**src/rtl/ysyx_22040237_wb_sched_pkg.sv**
```systemverilog
// Shared constants for the GPR write-back scheduler and its arbiter.
package ysyx_22040237_wb_sched_pkg;

  localparam int unsigned XLEN      = 64;
  localparam int unsigned REG_NUM   = 32;
  localparam int unsigned REG_IDX_W = 5;
  localparam logic [63:0] REG_RESET = 64'h0;

endpackage

```
**src/rtl/ysyx_22040237_rr_arb.sv**
```systemverilog
// Round-robin arbiter: one-hot grant to the first valid requester at or after the pointer.
module ysyx_22040237_rr_arb #(
  parameter int unsigned NREQ = 3
) (
  input  logic            clk,
  input  logic            rst,
  input  logic [NREQ-1:0] valid_i,
  output logic [NREQ-1:0] gnt_o
);

  localparam int unsigned PTR_W = (NREQ > 1) ? $clog2(NREQ) : 1;

  logic [PTR_W-1:0] ptr_q, ptr_d;
  logic             found;
  int unsigned      j;

  // Search upward from the pointer, wrapping modulo NREQ; pointer moves past the winner.
  always_comb begin
    gnt_o = '0;
    ptr_d = ptr_q;
    found = 1'b0;
    j     = 0;
    for (int unsigned k = 0; k < NREQ; k++) begin
      j = (32'(ptr_q) + k) % NREQ;
      if (!found && valid_i[PTR_W'(j)]) begin
        found               = 1'b1;
        gnt_o[PTR_W'(j)]    = 1'b1;
        ptr_d               = PTR_W'((j + 1) % NREQ);
      end
    end
  end

  always_ff @(posedge clk or posedge rst) begin
    if (rst) begin
      ptr_q <= '0;
    end else begin
      ptr_q <= ptr_d;
    end
  end

endmodule

```
**src/rtl/ysyx_22040237_wb_sched.sv**
```systemverilog
// GPR write-port scheduler: round-robin write-back arbitration, registered regfile write,
// and a per-register pending-write scoreboard for hazard detection.
module ysyx_22040237_wb_sched
  import ysyx_22040237_wb_sched_pkg::REG_IDX_W;
  import ysyx_22040237_wb_sched_pkg::REG_RESET;
#(
  parameter int unsigned NREQ    = 3,
  parameter int unsigned XLEN    = ysyx_22040237_wb_sched_pkg::XLEN,
  parameter int unsigned REG_NUM = ysyx_22040237_wb_sched_pkg::REG_NUM,
  parameter int unsigned CNT_W   = 2
) (
  input  logic                      clk,
  input  logic                      rst,
  input  logic [NREQ-1:0]           req_valid_i,
  output logic [NREQ-1:0]           req_ready_o,
  input  logic [NREQ*REG_IDX_W-1:0] req_idx_i,
  input  logic [NREQ*XLEN-1:0]      req_data_i,
  input  logic                      alloc_en_i,
  input  logic [REG_IDX_W-1:0]      alloc_idx_i,
  output logic                      alloc_ready_o,
  output logic [REG_NUM-1:0]        busy_o,
  output logic                      rd_wr_en_o,
  output logic [REG_IDX_W-1:0]      rd_wr_idx_o,
  output logic [XLEN-1:0]           rd_wr_data_o,
  output logic                      sb_err_o
);

  localparam logic [CNT_W-1:0] CNT_MAX = {CNT_W{1'b1}};

  logic [NREQ-1:0]      gnt;
  logic [REG_IDX_W-1:0] sel_idx;
  logic [XLEN-1:0]      sel_data;

  logic                 rd_wr_en_q,   rd_wr_en_d;
  logic [REG_IDX_W-1:0] rd_wr_idx_q,  rd_wr_idx_d;
  logic [XLEN-1:0]      rd_wr_data_q, rd_wr_data_d;

  logic [CNT_W-1:0]     cnt_q [REG_NUM];
  logic [CNT_W-1:0]     cnt_d [REG_NUM];
  logic [REG_NUM-1:0]   busy_q, busy_d;
  logic                 sb_err_q, sb_err_d;
  logic                 alloc_fire;
  logic                 inc, dec;

  ysyx_22040237_rr_arb #(
    .NREQ (NREQ)
  ) u_arb (
    .clk     (clk),
    .rst     (rst),
    .valid_i (req_valid_i),
    .gnt_o   (gnt)
  );

  assign req_ready_o   = gnt;
  assign alloc_ready_o = (alloc_idx_i == '0) || (cnt_q[alloc_idx_i] != CNT_MAX);
  assign alloc_fire    = alloc_en_i && alloc_ready_o && (alloc_idx_i != '0);

  // Winner mux and next write; x0 writes are consumed but never reach the regfile.
  always_comb begin
    sel_idx      = '0;
    sel_data     = '0;
    for (int unsigned i = 0; i < NREQ; i++) begin
      if (gnt[i]) begin
        sel_idx  = req_idx_i[REG_IDX_W*i +: REG_IDX_W];
        sel_data = req_data_i[XLEN*i +: XLEN];
      end
    end
    rd_wr_en_d   = (|gnt) && (sel_idx != '0);
    rd_wr_idx_d  = rd_wr_idx_q;
    rd_wr_data_d = rd_wr_data_q;
    if (rd_wr_en_d) begin
      rd_wr_idx_d  = sel_idx;
      rd_wr_data_d = sel_data;
    end
  end

  // Pending counters: alloc increments, the registered write being captured decrements.
  always_comb begin
    sb_err_d = sb_err_q;
    inc      = 1'b0;
    dec      = 1'b0;
    for (int unsigned r = 0; r < REG_NUM; r++) begin
      inc      = alloc_fire && (alloc_idx_i == REG_IDX_W'(r));
      dec      = rd_wr_en_q && (rd_wr_idx_q == REG_IDX_W'(r));
      cnt_d[r] = cnt_q[r];
      if (inc && !dec) begin
        cnt_d[r] = cnt_q[r] + CNT_W'(1);
      end else if (dec && !inc) begin
        if (cnt_q[r] == '0) begin
          sb_err_d = 1'b1;
        end else begin
          cnt_d[r] = cnt_q[r] - CNT_W'(1);
        end
      end
      busy_d[r] = (r != 0) && (cnt_d[r] != '0);
    end
  end

  always_ff @(posedge clk or posedge rst) begin
    if (rst) begin
      rd_wr_en_q   <= 1'b0;
      rd_wr_idx_q  <= '0;
      rd_wr_data_q <= XLEN'(REG_RESET);
      busy_q       <= '0;
      sb_err_q     <= 1'b0;
      for (int unsigned r = 0; r < REG_NUM; r++) begin
        cnt_q[r] <= '0;
      end
    end else begin
      rd_wr_en_q   <= rd_wr_en_d;
      rd_wr_idx_q  <= rd_wr_idx_d;
      rd_wr_data_q <= rd_wr_data_d;
      busy_q       <= busy_d;
      sb_err_q     <= sb_err_d;
      for (int unsigned r = 0; r < REG_NUM; r++) begin
        cnt_q[r] <= cnt_d[r];
      end
    end
  end

  assign rd_wr_en_o   = rd_wr_en_q;
  assign rd_wr_idx_o  = rd_wr_idx_q;
  assign rd_wr_data_o = rd_wr_data_q;
  assign busy_o       = busy_q;
  assign sb_err_o     = sb_err_q;

endmodule

```
**config.mk**
```make
export PLATFORM = sky130hd
export DESIGN_NAME = ysyx_22040237_wb_sched
export DESIGN_NICKNAME = d
export VERILOG_FILES = /design/src/rtl/ysyx_22040237_wb_sched_pkg.sv /design/src/rtl/ysyx_22040237_rr_arb.sv /design/src/rtl/ysyx_22040237_wb_sched.sv
export SDC_FILE = /design/constraint.sdc
export NUM_CORES = 1
export LEC_CHECK = 0
export CORE_MARGIN = 10
export CORE_UTILIZATION = 25
export CTS_BUF_LIST = sky130_fd_sc_hd__clkbuf_8 sky130_fd_sc_hd__clkbuf_16
export CTS_CLUSTER_DIAMETER = 80
export DETAILED_ROUTE_END_ITERATION = 6
export GPL_ROUTABILITY_DRIVEN = 0
export PLACE_DENSITY_LB_ADDON = 0.08
export SLEW_MARGIN = 20
export SYNTH_ARGS = -nofsm -noshare
export SYNTH_HDL_FRONTEND = slang
export SYNTH_SLANG_ARGS = --single-unit
```
**constraint.sdc**
```tcl
create_clock -name clk -period 10.7 [get_ports clk]
set_clock_uncertainty 0.1 [all_clocks]
set_input_delay 3.21 -clock clk [delete_from_list [all_inputs] [get_ports clk]]
set_output_delay 3.21 -clock clk [all_outputs]
set_load 0.01 [all_outputs]
```
[After elaboration in Yosys (flattened, before gate mapping)]
Cells that the tools add are included.
Widths: inputs -> output; s select.
Operators by class
  add/subtract/negate cells: 69
  reductions and logical operators: 274
  div/mod/pow operators: 6
  multiplexer cells: 221
  equal/unequal tests: 64
  $lt $le $gt $ge: 7
  bitwise logic cells: 3
Operators by type and width (number)
  $mux 2: 101
  $mux 64: 3
  $eq 5x5->1 const B: 32
  $mod 32x2->32 const B: 5
  $logic_and 1x1->1: 136
  $mux 1: 104
  $add 32x1->32 const B: 3
  $eq 5x4->1 const B: 16
  $logic_not 1->1: 66
  $add 2x1->2 const B: 32
  $logic_not 2->1: 32
  $reduce_bool 2->1: 32
  $sub 2x1->2 const B: 32
  $eq 5x3->1 const B: 8
  $mod 2x2->32 const B: 1
  $eq 5x2->1 const B: 4
  $mux 5: 3
  $bmux 2 s5: 1
  $eq 5x1->1 const B: 2
  $logic_not 5->1: 2
  $reduce_bool 5->1: 2
  $lt 2x3->1 const B: 3
  $mux 3: 3
  $bmux 1 s2: 3
  12 further kinds: 18
Word-level totals
  output and inout bits: 107
  bits of input ports: 218
  register bits after elaboration: 168
  word-level logic and storage cells: 682

[Logic depth before layout (Yosys ltp)]
  depth in word-level cells: 106
  gate-level depth with buffers: 22
  mapped depth without buffers: 20

[Modules after synthesis]
Synthesis repeated with hierarchy kept, for this count alone.
Second synthesis, totals
  cell total of the unflattened synthesis: 1317
  area, all modules: 11614.9 µm²
By module, submodules not included
  ysyx_22040237_wb_sched: area each 10785.3 µm², times used 1, seq. area each 4154.0 µm², cells an instance 1209
  ysyx_22040237_rr_arb: area each 829.5 µm², times used 1, seq. area each 50.0 µm², cells an instance 108

[Worst setup path after synthesis]
OpenSTA, ideal clock, no wires.
  path type: input port to output port
  start: input req_valid_i[2]
  end: output req_ready_o[2]
  arrival: 4880 ps
  buffers on the path: 5
  data required time: 7390 ps
  slack: 2510 ps
  cell stages on the path: 8
  path through: buf_4 nor2b_1 a32oi_4 o221ai_1 buf_2 clkbuf_1 buf_2 buf_2
Between the ends
  word-level cells in the longest chain between the ends: 9
  elaborated cells on any way between the ends: 17
  those cells by class: mux: 11; bitwise: 2; reduce/logical: 4
Ends and longest elaborated chain
  from (decl): line ysyx_22040237_wb_sched.sv:14  | input logic [NREQ-1:0] req_valid_i,
  $bmux 1 s2: line ysyx_22040237_rr_arb.sv:25  | if (!found && valid_i[PTR_W'(j)]) begin
  $mux 1 (not written as such): line ysyx_22040237_rr_arb.sv:25
  $mux 1: line ysyx_22040237_rr_arb.sv:25
  $logic_not 1->1: line ysyx_22040237_rr_arb.sv:25
  $logic_and 1x1->1: line ysyx_22040237_rr_arb.sv:25
  $mux 1: line ysyx_22040237_rr_arb.sv:25
  $logic_not 1->1: line ysyx_22040237_rr_arb.sv:25
  $logic_and 1x1->1: line ysyx_22040237_rr_arb.sv:25
  $mux 3 (*): line ysyx_22040237_rr_arb.sv:25
  to (decl): line ysyx_22040237_wb_sched.sv:15  | output logic [NREQ-1:0] req_ready_o,
Every way passes the cells marked *; elsewhere a longest branch is shown, timed or not. The select of a mux whose other input is x is not followed.

[Worst setup path after layout]
  start: input alloc_idx_i[0]
  end: output alloc_ready_o
Between the ends
  word-level cells in the longest chain between the ends: 6
  elaborated cells on any way between the ends: 7
  those cells by class: eq/ne: 1; mux: 3; bitwise: 1; reduce/logical: 2
Ends and longest elaborated chain
  from (decl): line ysyx_22040237_wb_sched.sv:19  | input logic [REG_IDX_W-1:0] alloc_idx_i,
  $not 5->6 (not written as such): line ysyx_22040237_wb_sched.sv:55  | assign alloc_ready_o = (alloc_idx_i == '0) || (cnt_q[alloc_idx_i] != CNT_MAX);
  $bmux 2 s5: line ysyx_22040237_wb_sched.sv:55
  $mux 2 (not written as such) (2 in series): line ysyx_22040237_wb_sched.sv:55
  $ne 2x2->1: line ysyx_22040237_wb_sched.sv:55
  $logic_or 1x1->1 (*): line ysyx_22040237_wb_sched.sv:55
  to (decl): line ysyx_22040237_wb_sched.sv:20  | output logic alloc_ready_o,
Marks and branches as above.

==> results.md <==
* Outcome: completed
* Tcrit/Tclk final at 85.8%
* DIE WIDTH at 238 um
* Slew @ Worst Pin at 1060 ps
* Slew margin rel. at 27.4%
* Mean Syn Cell Area at 9.16 sq um
* Critical path class: input port to output port
* Ys flop type: dfrtp_1
* Setup_tns at 0 ps
* Synth Area in XOR/XNOR at 0.147%
* Yosys cell types at 81
* Final nets at 1919
* Final max-slew violation count at 0
* Peak fanout along the critical path at 13
* DP HPWL at 37300 um
* CTS tree: yes
* Register area share after synthesis at 35.3%
* Multiplexer share of the synthesized area at 9.05%
* Clock Sinks at 168
* Drt initial violations at 490
* Synth Area in Compound Gates at 19.5%
* # resized after CTS at 0
* N_diodes at 0
* Total track usage at 16.5%
* Longest Clk Path Bufs at 2
* Final ANT Viol Nets at 0
* VDD IR-drop max at 0.140 mV
* # DRC at 0
* Drt pass-1 iters at 5
* Commonest cells after routing, fill and taps aside: clkdlybuf4s50_1 (323), dfrtp_1 (168), nand2_1 (124)
* Layout Utilization at 34.7%
* Hold WC Path Type: register to register
* Synth area leader: dfrtp_1
* DIE AREA at 56800 sq um
* Layout area overhead at 36.5%
* Fin worst setup slack at 1520 ps
* Yosys top cell area share at 35.3%
* Total number of vias at 10643
* Asr flop ratio synth at 100%
* CP endpoint kind: output port
* Vias per cell at 4.82
* DR WL/cell at 21.3 um
* Root buffer cell: clkbuf_16
* First-pass GRT wire length at 70300 um
* CP Data Arrival Time at 5870 ps
* Die Span Y at 238 um
* Routed WL at 47100 um
* CTS Buf Count at 17
* Port bufs at 323
* Yosys warnings at 0
* Rows at 79
* Largest family of logic cells by synthesized area: compound AO/OA/AOI/OAI gates
* Post-synthesis adder-cell area fraction at 11.8%
* Final setup viols at 0
* I/O pin cnt at 325
* Syn Inst Count at 1302
* Static leakage at 7.21 nW
* MaxCap Viol Count at 0
* Worst hold margin at 401 ps
* Power per cell area at 294 nW/um^2
* Worst path required time at 7390 ps
* #FFs+latches synth at 168
* Mapped cell area at 11900 sq um
* Clock transition at path regs at 70 ps
* Synth area leaders: dfrtp_1 (35%), ha_1 (12%), mux2_4 (7.6%)
* Minimum clock period at 9180 ps
* Simple-gate share of the synthesized area at 18.0%
* H-tree depth at 4
* Power Total at 4.78 mW
* Final hold vios at 0
* Initial antenna violation count at 8
* Initial Util at 25.4%
* Post-CTS setup buffers at 0
* Core area at 46900 sq um
* Highest Clock Rate at 109 MHz
* Most common cell after layout, fill and taps aside: clkdlybuf4s50_1
* Number of flops mapped to enable cells by yosys at 0
* Largest net degree at the start of global routing at 108
* RSZ-0062 raised after global routing: no
* Hold Buf Count CTS at 0
* Grt total ovfl at 0
* Pre-CTS WS at 1500 ps
* Share of cells above drive strength 1 at 9.18%
* Vias in the first global route at 11042
* Startpoint Class: input port
* Clk_lat worst skew at 480 ps
==> routing by layer <==
layer  global-route usage [%]  vias up  share of wire, %  routed length [um]
li1                         -     5219                 -                   -
met1                     19.3     5068                43               20200
met2                     26.6      288                47               21900
met3                     7.02       54               8.2                3870
met4                     5.55       14               2.3                1080
met5                        0        -              0.16                  76
==> flip-flops by register name, indices dropped and copies added (netlist names) <==
register and cells:
busy_o 31, cnt_q 64, rd_wr_data_o 64, rd_wr_en_o 1
rd_wr_idx_o 5, sb_err_o 1, u_arb.ptr_q 2
==> worst max-delay path, cell delays in order <==
cell,delay [ps]
clkdlybuf4s50_1,900
mux4_2,630
mux2_2,360
mux2i_1,180
clkdlybuf4s50_1,580
==> through the flow <==
| step | std cells | area [sq um] |
|---|---|---|
| finish | 2209 | 16300 |
| global route | 2209 | 16300 |
| CTS | 2209 | 16300 |
| detailed placement | 2177 | 15700 |
| global placement | 2177 | 15700 |
| floorplan | 1303 | 11900 |
==> cells in the mapped netlist (9+ instances only) <==
master	n
a21o_1	17
a21oi_1	86
a221o_1	12
a22o_1	9
a31oi_1	21
and2_1	15
and3_1	76
buf_2	13
clkbuf_1	39
dfrtp_1	168
ha_1	112
inv_1	105
mux2_4	60
nand2_1	124
nand2b_1	10
nand3_1	37
nor2_1	71
nor2b_1	16
o21ai_0	86
o22ai_1	27
o31ai_1	12
or2_2	17
or3_1	11
==> path summary, 6_finish.rpt <==
check | slack [ps] | cells past startpoint | end | start
max | 1520 | 5 | alloc_ready_o | alloc_idx_i[0]
min | 400 | 1 | rd_wr_data_o[56] | rd_wr_data_o[56]
max reg2reg | 5320 | 11 | rd_wr_data_o[37] | u_arb.ptr_q[1]
min reg2reg | 400 | 1 | rd_wr_data_o[56] | rd_wr_data_o[56]
max in group asynchronous | 5910 | 3 | rd_wr_idx_o[0] | rst
min in group asynchronous | 3180 | 2 | busy_o[15] | rst
==> final cells by class <==
class                           instances  area (sq um)
Inverter                              106           405
Clock inverter                         13           135
Tap cell                              607           759
Timing Repair Buffer                  332          3300
Fill cell                            4882         30600
Multi-Input combinational cell        964          7020
Sequential cell                       168          4200
Clock buffer                           19           453
==> power by group <==
part           switching [mW]  internal [mW]
clock                   0.298          0.338
combinational            1.53           1.43
sequential              0.246          0.932
total                    2.08           2.70
==> cells by family after synthesis <==
logic type / Yosys count
buffers and inverters: 171
other: 2
muxes: 72
AOI/OAI and AO/OA: 354
and+or+nand+nor: 420
xor gates and xnor gates: 2
DFF: 168
adders and majority gates: 113
No activity file was read; power rests on OpenSTA's default activity.
